--- src/rtl/dcache_snoop_responder.sv ---
// Cache-side MSI snoop responder: looks up the snooped block, flushes both words of a
// Modified hit to the coherence controller, then downgrades/invalidates the frame and LL link.
module dcache_snoop_responder #(
  parameter int SETS = 8,
  parameter int WAYS = 2,
  parameter int IDXW = $clog2(SETS),
  parameter int WAYW = (WAYS > 1) ? $clog2(WAYS) : 1,
  parameter int TAGW = 32 - 3 - IDXW
) (
  input  logic                 CLK,
  input  logic                 nRST,
  input  logic                 ccwait,
  input  logic                 ccinv,
  input  logic [31:0]          ccsnoopaddr,
  input  logic                 dwait,
  output logic                 ccwrite,
  output logic [31:0]          snoop_dstore,
  output logic                 snoop_active,
  output logic [IDXW-1:0]      snp_idx,
  input  logic [WAYS*TAGW-1:0] frm_tag,
  input  logic [WAYS-1:0]      frm_valid,
  input  logic [WAYS-1:0]      frm_dirty,
  input  logic [WAYS*32-1:0]   frm_data0,
  input  logic [WAYS*32-1:0]   frm_data1,
  output logic                 upd_en,
  output logic [WAYW-1:0]      upd_way,
  output logic                 upd_valid,
  output logic                 upd_dirty,
  input  logic                 link_valid,
  input  logic [31:0]          link_addr,
  output logic                 link_clr
);

  typedef enum logic [1:0] {IDLE, RESP, FLUSH1} state_t;

  state_t          state;
  logic            hit_r;
  logic            dirty_r;
  logic [WAYW-1:0] way_r;
  logic [28:0]     blk_r;

  logic            hit_c;
  logic [WAYW-1:0] way_c;
  logic [TAGW-1:0] snp_tag;
  logic            link_match;
  logic            unused_addr_bits;

  assign snp_idx      = ccsnoopaddr[3 +: IDXW];
  assign snp_tag      = ccsnoopaddr[31 -: TAGW];
  assign snoop_active = ccwait | (state != IDLE);
  assign upd_way      = way_r;
  assign link_match   = link_valid && (link_addr[31:3] == blk_r);
  assign unused_addr_bits = ^{ccsnoopaddr[2:0], link_addr[2:0]};

  // Scan downward so the lowest matching way wins when several ways alias.
  always_comb begin
    hit_c = 1'b0;
    way_c = '0;
    for (int w = WAYS - 1; w >= 0; w--) begin
      if (frm_valid[w] && (frm_tag[w*TAGW +: TAGW] == snp_tag)) begin
        hit_c = 1'b1;
        way_c = WAYW'(w);
      end
    end
  end

  always_ff @(posedge CLK) begin
    if (!nRST) begin
      state   <= IDLE;
      hit_r   <= 1'b0;
      dirty_r <= 1'b0;
      way_r   <= '0;
      blk_r   <= '0;
    end else begin
      case (state)
        IDLE: begin
          if (ccwait) begin
            hit_r   <= hit_c;
            dirty_r <= frm_dirty[way_c];
            way_r   <= way_c;
            blk_r   <= ccsnoopaddr[31:3];
            state   <= RESP;
          end
        end
        RESP: begin
          if (hit_r && dirty_r) begin
            if (!dwait) state <= FLUSH1;
          end else begin
            state <= IDLE;
          end
        end
        FLUSH1: begin
          if (!dwait) state <= IDLE;
        end
        default: state <= IDLE;
      endcase
    end
  end

  // Outputs decode the registered state so they hold steady for any length of dwait stall;
  // frame/link strobes are suppressed while reset is asserted so a reset mid-flush leaves the frame alone.
  always_comb begin
    ccwrite      = 1'b0;
    snoop_dstore = '0;
    upd_en       = 1'b0;
    upd_valid    = 1'b0;
    upd_dirty    = 1'b0;
    link_clr     = 1'b0;
    case (state)
      RESP: begin
        if (hit_r && dirty_r) begin
          ccwrite      = 1'b1;
          snoop_dstore = frm_data0[{way_r, 5'b0} +: 32];
        end else if (ccinv) begin
          upd_en   = hit_r;
          link_clr = link_match;
        end
      end
      FLUSH1: begin
        ccwrite      = 1'b1;
        snoop_dstore = frm_data1[{way_r, 5'b0} +: 32];
        if (!dwait) begin
          upd_en    = 1'b1;
          upd_valid = !ccinv;
          link_clr  = ccinv && link_match;
        end
      end
      default: ;
    endcase
    if (!nRST) begin
      upd_en   = 1'b0;
      link_clr = 1'b0;
    end
  end

endmodule

--- config.mk ---
export PLATFORM = sky130hd
export DESIGN_NAME = dcache_snoop_responder
export DESIGN_NICKNAME = d
export VERILOG_FILES = /design/src/rtl/dcache_snoop_responder.sv
export SDC_FILE = /design/constraint.sdc
export NUM_CORES = 1
export LEC_CHECK = 0
export ABC_AREA = 1
export BUFFER_PORTS_ARGS = -buffer_cell sky130_fd_sc_hd__buf_2
export CAP_MARGIN = 30
export CELL_PAD_IN_SITES_DETAIL_PLACEMENT = 0
export CELL_PAD_IN_SITES_GLOBAL_PLACEMENT = 2
export CORE_MARGIN = 2
export CORE_UTILIZATION = 16
export DETAILED_ROUTE_END_ITERATION = 6
export GPL_TIMING_DRIVEN = 1
export PLACE_DENSITY = 0.79
export SYNTH_ARGS = -nofsm -noshare
export SYNTH_HDL_FRONTEND = slang
export SYNTH_SLANG_ARGS = --single-unit
--- constraint.sdc ---
create_clock -name CLK -period 1.4 [get_ports CLK]
set_input_delay 0.28 -clock CLK [delete_from_list [all_inputs] [get_ports CLK]]
set_output_delay 0.28 -clock CLK [all_outputs]
set_load 0.02 [all_outputs]
==> flow_metrics.env, run 1 <==
export IMPL_layout_setup_ws_ps=-561
export IMPL_synthTopCellsByArea="nand2_1 (30%), dfxtp_1 (16%), nor2_1 (11%)"
export IMPL_drtAntennaViolNets=0
export IMPL_clock_path_buffers=2
export IMPL_synth_top_area_cell="nand2_1"
export IMPL_crit_required_ps=1120
export IMPL_cts_sinks=34
export IMPL_boundaryPins=296
export IMPL_switchingPower_w=0.00232
export IMPL_place_ws_ps=-389
export IMPL_finalMaxSlewViolations=0
export IMPL_syn_nets=1117
export IMPL_violations="setup timing"
export IMPL_die_w_um=167
export IMPL_r2r_setup_slack_ps=-200
export IMPL_arrival_ps=1680
export IMPL_startpoint_type="register"
export IMPL_cts_hold_buf=0
export IMPL_cts_tree="built"
export IMPL_crit_family="buffers and inverters"
export IMPL_p_seq_share_pct=21.9
export IMPL_drive_gt1_share_pct=43.7
export IMPL_route_vias_total=6383
export IMPL_clock_skew_ps=1.89
export IMPL_yosysUniqueCellTypes=33
export IMPL_area_growth_pct=91.7
export IMPL_intPower_w=0.00318
export IMPL_crit_fanout=16
export IMPL_crit_buf_inv=5
export IMPL_crit_path_top_delay_cell="dfxtp_4"
export IMPL_h_tree_depth=2
export IMPL_yosys_top_cells_count="nand2_1 (337), nor2_1 (119), inv_1 (93), o21ai_0 (75), a21oi_1 (70)"
export IMPL_pwr_share_clk_pct=20.5
export IMPL_fin_area_um2=8140
export IMPL_rsz0062_at_grt="yes"
export IMPL_finalSetupTns_ps=-18160
export IMPL_synth_edf_count=0
export IMPL_start_util_pct=16.3
export IMPL_period_needed_ps=1960
export IMPL_grt_pass1_vias=6162
export IMPL_dieArea_um2=27900
export IMPL_combPwrFrac_pct=57.6
export IMPL_timing_final_crit_share_pct=140
export IMPL_use_met3_pct=2.07
export IMPL_place_hpwl_mm=19.0
export IMPL_ys_seq_elements=34
export IMPL_syn_avg_cell_area_um2=4.94
export IMPL_outcome="finished, violations left"
export IMPL_die_h_um=167
export IMPL_cellPowerDensity_nw_per_um2=676
export IMPL_syn_area_um2=4250
export IMPL_grt_met1_usage_pct=20.0
export IMPL_cpMostUsedCell="buf_6"
export IMPL_yosys_area_top_type_share_pct=29.8
export IMPL_cts_inserted_buffers=5
export IMPL_ir_drop_mv=0.424
export IMPL_nNetsFinal=1479
export IMPL_grt_use_met2_pct=26.7
export IMPL_cts_root_buf="clkbuf_16"
export IMPL_top_usage_layer="met2"
export IMPL_end_kind="output port"
export IMPL_hold_ws_ps=269
export IMPL_drc=0
export IMPL_switching_share_pct=42.1
export IMPL_maxCapViolCount=0
export IMPL_seq_area_frac_synth_pct=16.0
export IMPL_rows=59
export IMPL_hold_viol_final=0
export IMPL_firstDrtPassIters=4
export IMPL_min_path_type="input pin to register"
export IMPL_max_freq_mhz=510
export IMPL_crit_chain="buf_6, ha_4, inv_2, nor2_4, buf_12, buf_4, nand2_4, a21oi_4, buf_6"
export IMPL_finalSetupViolCount=38
export IMPL_wirelength_mm=22.6
export IMPL_coreArea_um2=26100
export IMPL_drtIter0Drc=239
export IMPL_grt_max_degree=44
export IMPL_dpl_cell_area_um2=7420
export IMPL_leakage_nw=4.30
export IMPL_yosysWarnings=0
export IMPL_max_stage_delay_ps=360
export IMPL_clk_insertion_delay_late_ps=280
export IMPL_wl_per_cell_um=14.5
export IMPL_synthArstFlopShare_pct=0
export IMPL_vias_per_cell=4.09
export IMPL_grt_antenna_before_repair=4
export IMPL_grt_overflow_total=0
export IMPL_gp_congestion=0.838
export IMPL_yosysMostFrequentCell="nand2_1"
export IMPL_place_port_buffers=288
export IMPL_clkTransAtPathRegs_ps=60
export IMPL_synth_flop_cell="dfxtp_1"
export IMPL_syn_inst=860
export IMPL_fillerInstances=2944
export IMPL_grt_pass1_wl_mm=33.4
export IMPL_path_class="register to output port"
export IMPL_grt_use_total_pct=15.2
==> power groups by stage <==
stage	Clock (W)	Sequential (W)	Combinational [W]
4_1_cts	0.00115	0.00121	0.00304
6_report	0.00113	0.00121	0.00317
2_1_floorplan	0	0.00120	0.00177
3_3_place_gp	0	0.00122	0.00292
3_5_place_dp	0	0.00122	0.00292
5_1_grt	0.00121	0.00122	0.00348
==> worst paths after layout <==
| kind | start | endpoint | cells past startpoint |
|---|---|---|---|
| worst max-delay path | state[0] | snoop_dstore[19] | 9 |
| worst min-delay path | ccsnoopaddr[3] | blk_r[0] | 3 |
| worst max register to register | state[0] | state[0] | 11 |
| worst min register to register | blk_r[1] | blk_r[1] | 2 |
==> per-stage QoR <==
stage / cells / total power (W) / util (%)
floorplan: 860 / 0.00297 / -
global placement: 1539 / 0.00414 / 28.5
detailed placement: 1539 / 0.00414 / 28.5
CTS: 1550 / 0.00539 / 30.1
global route: 1561 / 0.00591 / 31.2
finish: 1562 / 0.00550 / 31.2
==> layout by cell type (no fill, tap or decap), types with 2 or more instances in the layout <==
master     instances
o21ai_2            8
o22ai_1            8
a21oi_4           33
a21oi_1           35
buf_4             81
inv_4              3
clkinv_8           2
buf_2            251
ha_4               3
inv_1             87
inv_6              2
a22o_1             4
nand2_2            8
clkinv_1           4
nor2_1           105
a21oi_2            3
inv_2             23
dfxtp_1           31
nor2_4             4
o21ai_1           24
nand3_2            4
nor4_2             2
xnor2_1           13
nand3_1            8
nor2_2            13
nand2_4           25
nand4_1            5
o21ai_0           44
diode_2            4
nor4_1             2
xor2_1             3
buf_12            14
nand2_1          307
dfxtp_4            3
buf_6             40
a221oi_1           2
clkbuf_16          6
==> registers in the layout (all words and copies together) (netlist names) <==
signal,flops
state,2
dirty_r,1
hit_r,1
upd_way,1
blk_r,29
==> layer usage <==
metal	part of all wire (%)	up-vias	wire, um
met4	1.1	0	250
met5	0	-	0
met1	46	2795	10400
li1	-	3384	-
met3	4.8	15	1080
met2	48	189	10900
==> cell families (layout without fill, tap and decap cells) <==
| group | after synthesis | count (layout) | synth area share (%) |
|---|---|---|---|
| simple gates | 487 | 487 | 44.9 |
| compound gates | 163 | 163 | 20.2 |
| buf+inv | 155 | 518 | 14.4 |
| flops | 34 | 34 | 16.0 |
| xor+xnor | 17 | 17 | 3.51 |
| fa+ha+maj | 3 | 3 | 0.884 |
| other cells | 1 | 5 | 0.0883 |
==> layout make-up <==
type / count / area [um2] / share of cell area, %
Clock buffer: 7 / 143 / 1.75
Timing Repair Buffer: 389 / 2660 / 32.7
Multi-Input combinational cell: 671 / 3710 / 45.6
Sequential cell: 34 / 692 / 8.50
Timing Repair inverter: 1 / 8.76 / 0.108
Clock inverter: 1 / 5.00 / 0.0615
Inverter: 120 / 488 / 6.00
Tap cell: 335 / 419 / 5.15
Antenna cell: 4 / 10.0 / 0.123
==> tightest hold or removal path, stage by stage <==
cell and delay, ps:
buf_2 80, o21ai_0 70, nor2_1 80
==> what timing repair did <==
action | CTS | global route
resized for setup | 76 | 59
setup endpoints to repair | 39 | 46
setup buffers | 2 | 6
cloned | 1 | 2
pin swaps | 5 | 15
(Power assumes the default switching activity.)
==> run 2: changes to the inputs <==
CORE_ASPECT_RATIO = 1.5   (was not set)
==> flow_metrics.env, run 2 (synthesis results as in run 1) <==
export IMPL_outcome="finished, violations left"
export IMPL_violations="setup timing"
export IMPL_top_register="blk_r"
export IMPL_place_hpwl_mm=18.8
export IMPL_place_ws_ps=-540
export IMPL_crit_buf_inv=3
export IMPL_r2r_setup_slack_ps=-510
export IMPL_drtAntennaViolNets=0
export IMPL_p_total_w=0.00571
export IMPL_leakage_nw=4.41
export IMPL_crit_chain="inv_4, ha_4, nand3_2, nor4_2, buf_4, nand4_1, nor2_4, buf_6"
export IMPL_grt_max_degree=41
export IMPL_coreArea_um2=26300
export IMPL_area_growth_pct=100
export IMPL_layout_setup_ws_ps=-681
export IMPL_max_stage_delay_ps=350
export IMPL_wl_per_cell_um=14.5
export IMPL_finalSetupViolCount=38
export IMPL_fillerInstances=2952
export IMPL_cts_root_buf="clkbuf_16"
export IMPL_top_layer="met5"
export IMPL_crit_path_top_delay_cell="dfxtp_4"
export IMPL_crit_family="simple AND/OR/NAND/NOR gates"
export IMPL_vias_per_cell=4.07
export IMPL_clk_insertion_delay_late_ps=280
export IMPL_timing_final_crit_share_pct=149
export IMPL_clock_path_buffers=2
export IMPL_largest_reg_flops=29
export IMPL_finalMaxSlewViolations=0
export IMPL_drive_gt1_share_pct=47.8
export IMPL_clkTransAtPathRegs_ps=50
export IMPL_dieArea_um2=27900
export IMPL_arrival_ps=1800
export IMPL_grt_overflow_total=0
export IMPL_ir_drop_mv=0.359
export IMPL_firstDrtPassIters=6
export IMPL_startpoint_type="register"
export IMPL_die_w_um=137
export IMPL_path_class="register to output port"
export IMPL_multi_input_area_um2=4030
export IMPL_m1WireLength_mm=8.27
export IMPL_grt_pass1_wl_mm=33.5
export IMPL_dpl_cell_area_um2=7370
export IMPL_drtIter0Drc=168
export IMPL_route_vias_total=6376
export IMPL_drc=0
export IMPL_nNetsFinal=1483
export IMPL_rsz0062_at_grt="yes"
export IMPL_reg_largest_list="blk_r: 29 flops, state: 2 flops"
export IMPL_crit_required_ps=1120
export IMPL_wirelength_mm=22.7
export IMPL_cellPowerDensity_nw_per_um2=671
export IMPL_rows=73
export IMPL_max_freq_mhz=481
export IMPL_maxCapViolCount=0
export IMPL_wl_met3_mm=1.11
export IMPL_h_tree_depth=2
export IMPL_dr_wl_met2_mm=12.6
export IMPL_final_cell_mix="nand2_1 (303), buf_2 (251), inv_1 (88), nor2_1 (83), buf_4 (78)"
export IMPL_cts_inserted_buffers=5
export IMPL_grt_pass1_vias=6424
export IMPL_grt_use_total_pct=15.7
export IMPL_gp_congestion=0.882
export IMPL_period_needed_ps=2080
export IMPL_cts_hold_buf=0
export IMPL_clock_skew_ps=4.42
export IMPL_cts_tree="built"
export IMPL_fin_area_um2=8510
export IMPL_cts_sinks=34
export IMPL_die_h_um=204
export IMPL_grt_antenna_before_repair=4
export IMPL_place_port_buffers=288
export IMPL_end_kind="output port"
export IMPL_start_util_pct=16.1
export IMPL_hold_viol_final=0
export IMPL_fin_util_pct=32.3
export IMPL_min_path_type="input pin to register"
export IMPL_crit_fanout=3
export IMPL_seq_area_um2=687
export IMPL_hold_ws_ps=284
export IMPL_layout_commonest_cell="nand2_1"
export IMPL_boundaryPins=296
## run 2: cell types whose count changed in the layout (fill, tap and decap cells not counted), moves of 3 or more
| cell | before | now |
|---|---|---|
| nor2_1 | 105 | 83 |
| nand2_4 | 25 | 29 |
| nand2_1 | 307 | 303 |
| o21ai_2 | 8 | 33 |
| o21ai_1 | 24 | 4 |
| o21ai_0 | 44 | 39 |
| nor2_4 | 4 | 33 |
| buf_4 | 81 | 78 |
| buf_6 | 40 | 47 |
| nor2_2 | 13 | 6 |
## run 2: tightest hold or removal path: cells and delay by family
family	cells	cell delay, ps
AO/OA/AOI/OAI	1	80
buffers and inverters	1	90
AND/OR/NAND/NOR	1	80
## run 2: power by group
part | internal (W) | switching (W)
clock | 0.000687 | 0.000395
combinational | 0.00147 | 0.00196
sequential | 0.00111 | 0.0000899
total | 0.00327 | 0.00244
## run 2: routing by layer
layer	up-vias	global-route usage, %
li1	3394	-
met1	2751	16.1
met2	196	31.5
met3	33	1.39
met4	2	6.04
met5	-	0
## run 2: path summary, 6_finish.rpt
path | startpoint | endpoint | cells past startpoint
max reg2reg | state[1] | state[0] | 13
min reg2reg | dirty_r | dirty_r | 2
max | state[0] | link_clr | 8
min | ccsnoopaddr[3] | blk_r[0] | 3
## run 2: final cells by class
| cell class | count | share of cell area, % |
|---|---|---|
| multi-input cells | 671 | 47.4 |
| repair buffers | 394 | 32.2 |
| flip-flops and latches | 34 | 8.07 |
| inverters | 120 | 5.73 |
| well taps | 337 | 4.96 |
| clock buffers | 6 | 1.63 |
| diodes | 3 | 0.0882 |
## run 2: stage by stage
| stage | TNS [ps] | instances |
|---|---|---|
| 6_report | -21700 | 1565 |
| 5_1_grt | -24030 | 1564 |
| 4_1_cts | -22860 | 1564 |
| 3_5_place_dp | -12420 | 1536 |
| 3_3_place_gp | -11280 | 1536 |
| 2_1_floorplan | -3520 | 860 |
## run 2: timing repair
action | 4_1_cts | 5_1_grt
gates resized for setup | 166 | 67
endpoints found under the setup margin | 38 | 49
setup buffers | 16 | 5
gates cloned | 6 | 0
pin swaps | 44 | 38
hold endpoints to repair | 0 | 0
==> run 3: changes to the inputs <==
CTS_BUF_LIST = sky130_fd_sc_hd__clkbuf_16   (was not set)
clock period = 1.75 ns   (was 1.4 ns; I/O delays follow)
==> flow_metrics.env, run 3 (synthesis results as in run 1) <==
export IMPL_ir_drop_mv=0.302
export IMPL_finalMaxSlewViolations=0
export IMPL_end_kind="output port"
export IMPL_startpoint_type="register"
export IMPL_boundaryPins=296
export IMPL_place_port_buffers=288
export IMPL_coreArea_um2=26300
export IMPL_grt_max_degree=44
export IMPL_h_tree_depth=2
export IMPL_crit_required_ps=1400
export IMPL_grt_use_total_pct=14.7
export IMPL_clock_skew_ps=3.16
export IMPL_finalSetupViolCount=35
export IMPL_outcome="finished, violations left"
export IMPL_dieArea_um2=27900
export IMPL_violations="setup timing"
export IMPL_place_ws_ps=-288
export IMPL_start_util_pct=16.1
export IMPL_die_h_um=204
export IMPL_path_class="register to output port"
export IMPL_final_cell_mix="nand2_1 (316), buf_2 (252), nor2_1 (108), inv_1 (91), o21ai_0 (59)"
export IMPL_reg_largest_list="blk_r: 29 flops, state: 2 flops"
export IMPL_cts_inserted_buffers=5
export IMPL_wl_met3_mm=1.25
export IMPL_drc=0
export IMPL_layout_setup_ws_ps=-313
export IMPL_fin_area_um2=7110
export IMPL_cts_tree="built"
export IMPL_maxCapViolCount=0
export IMPL_grt_antenna_before_repair=2
export IMPL_layout_commonest_cell="nand2_1"
export IMPL_grt_pass1_vias=5813
export IMPL_largest_reg_flops=29
export IMPL_top_register="blk_r"
export IMPL_crit_fanout=6
export IMPL_cts_sinks=34
export IMPL_hold_viol_final=0
export IMPL_timing_final_crit_share_pct=118
export IMPL_clock_path_buffers=2
export IMPL_period_needed_ps=2060
export IMPL_drtIter0Drc=193
export IMPL_nNetsFinal=1416
export IMPL_firstDrtPassIters=6
export IMPL_vias_per_cell=4.07
export IMPL_grt_overflow_total=0
export IMPL_die_w_um=137
export IMPL_wl_per_cell_um=14.5
export IMPL_min_path_type="input pin to register"
export IMPL_r2r_setup_slack_ps=110
export IMPL_route_vias_total=6096
export IMPL_drive_gt1_share_pct=38.8
export IMPL_drtAntennaViolNets=0
export IMPL_cts_root_buf="clkbuf_16"
export IMPL_m1WireLength_mm=8.39
export IMPL_rows=73
export IMPL_dpl_cell_area_um2=6370
export IMPL_hold_ws_ps=353
export IMPL_top_layer="met4"
export IMPL_cellPowerDensity_nw_per_um2=540
export IMPL_place_hpwl_mm=18.1
export IMPL_area_growth_pct=67.4
export IMPL_leakage_nw=3.79
export IMPL_max_freq_mhz=485
export IMPL_grt_pass1_wl_mm=31.4
export IMPL_dr_wl_met2_mm=11.6
export IMPL_fin_util_pct=27.0
export IMPL_clkTransAtPathRegs_ps=50
export IMPL_wirelength_mm=21.7
export IMPL_arrival_ps=1710
export IMPL_rsz0062_at_grt="yes"
export IMPL_clk_insertion_delay_late_ps=280
export IMPL_gp_congestion=0.872
[run 3: cell types whose count changed in the layout (fill, tap and decap cells not counted), moves of 10 or more]
cell,previous run,this run
buf_4,78,33
buf_6,47,30
o21ai_1,4,14
nor2_4,33,2
nand2_4,29,7
o21ai_0,39,59
a21oi_2,1,35
nor2_1,83,108
a21oi_4,35,1
o21ai_2,33,3
nand2_1,303,316
[run 3: layout make-up]
| class | instances | area [um2] |
|---|---|---|
| diodes | 2 | 5.00 |
| multi-input cells | 671 | 3310 |
| inverters | 120 | 459 |
| clock buffers | 5 | 125 |
| flip-flops and latches | 34 | 684 |
| fillers | 3087 | 19200 |
| well taps | 337 | 422 |
| repair buffers | 327 | 2100 |
| clock inverters | 2 | 7.51 |
[run 3: path summary, 6_finish.rpt]
kind / from / end / cells after the start
hold reg to reg: dirty_r / dirty_r / 2
hold / removal: ccsnoopaddr[14] / blk_r[11] / 3
setup reg to reg: state[1] / state[0] / 11
setup / recovery: state[1] / snoop_dstore[12] / 10
[run 3: timing repair]
action | in CTS | in global routing
hold buffers | 0 | 0
endpoints found under the setup margin | 36 | 38
gates cloned | 3 | 1
buffers inserted | 4 | 1
hold endpoints to repair | 0 | 0
gates resized for setup | 102 | 70
pin swaps | 28 | 26
[run 3: worst max-delay path, cell delays in order (launching register included)]
cell,delay (ps)
dfxtp_2,320
inv_2,80
buf_6,100
ha_4,120
inv_2,40
nor2_4,150
buf_6,160
buf_16,140
nand2_2,60
a21oi_2,130
buf_6,130
[run 3: report_power, final]
part / total (W) / leakage, nW / switching, W / internal (W)
clock network: 0.000809 / 0.0723 / 0.000301 / 0.000508
registers: 0.000960 / 0.283 / 0.0000703 / 0.000890
logic: 0.00207 / 3.43 / 0.00121 / 0.000855
total: 0.00384 / 3.79 / 0.00159 / 0.00225
[run 3: through the flow]
step                      std cells  total power [W]  setup TNS (ps)
final                          1498          0.00384           -9600
after global placement         1483          0.00281           -2710
after floorplan                 860          0.00198            -701
after detailed placement       1483          0.00282           -3330
after global routing           1498          0.00413          -12940
after CTS                      1497          0.00379          -10240
[run 3: metal layers]
layer	up-vias	global-route usage [%]
li1	3251	-
met1	2624	16.3
met2	197	28.9
met3	24	1.42
met4	0	3.79
met5	-	0
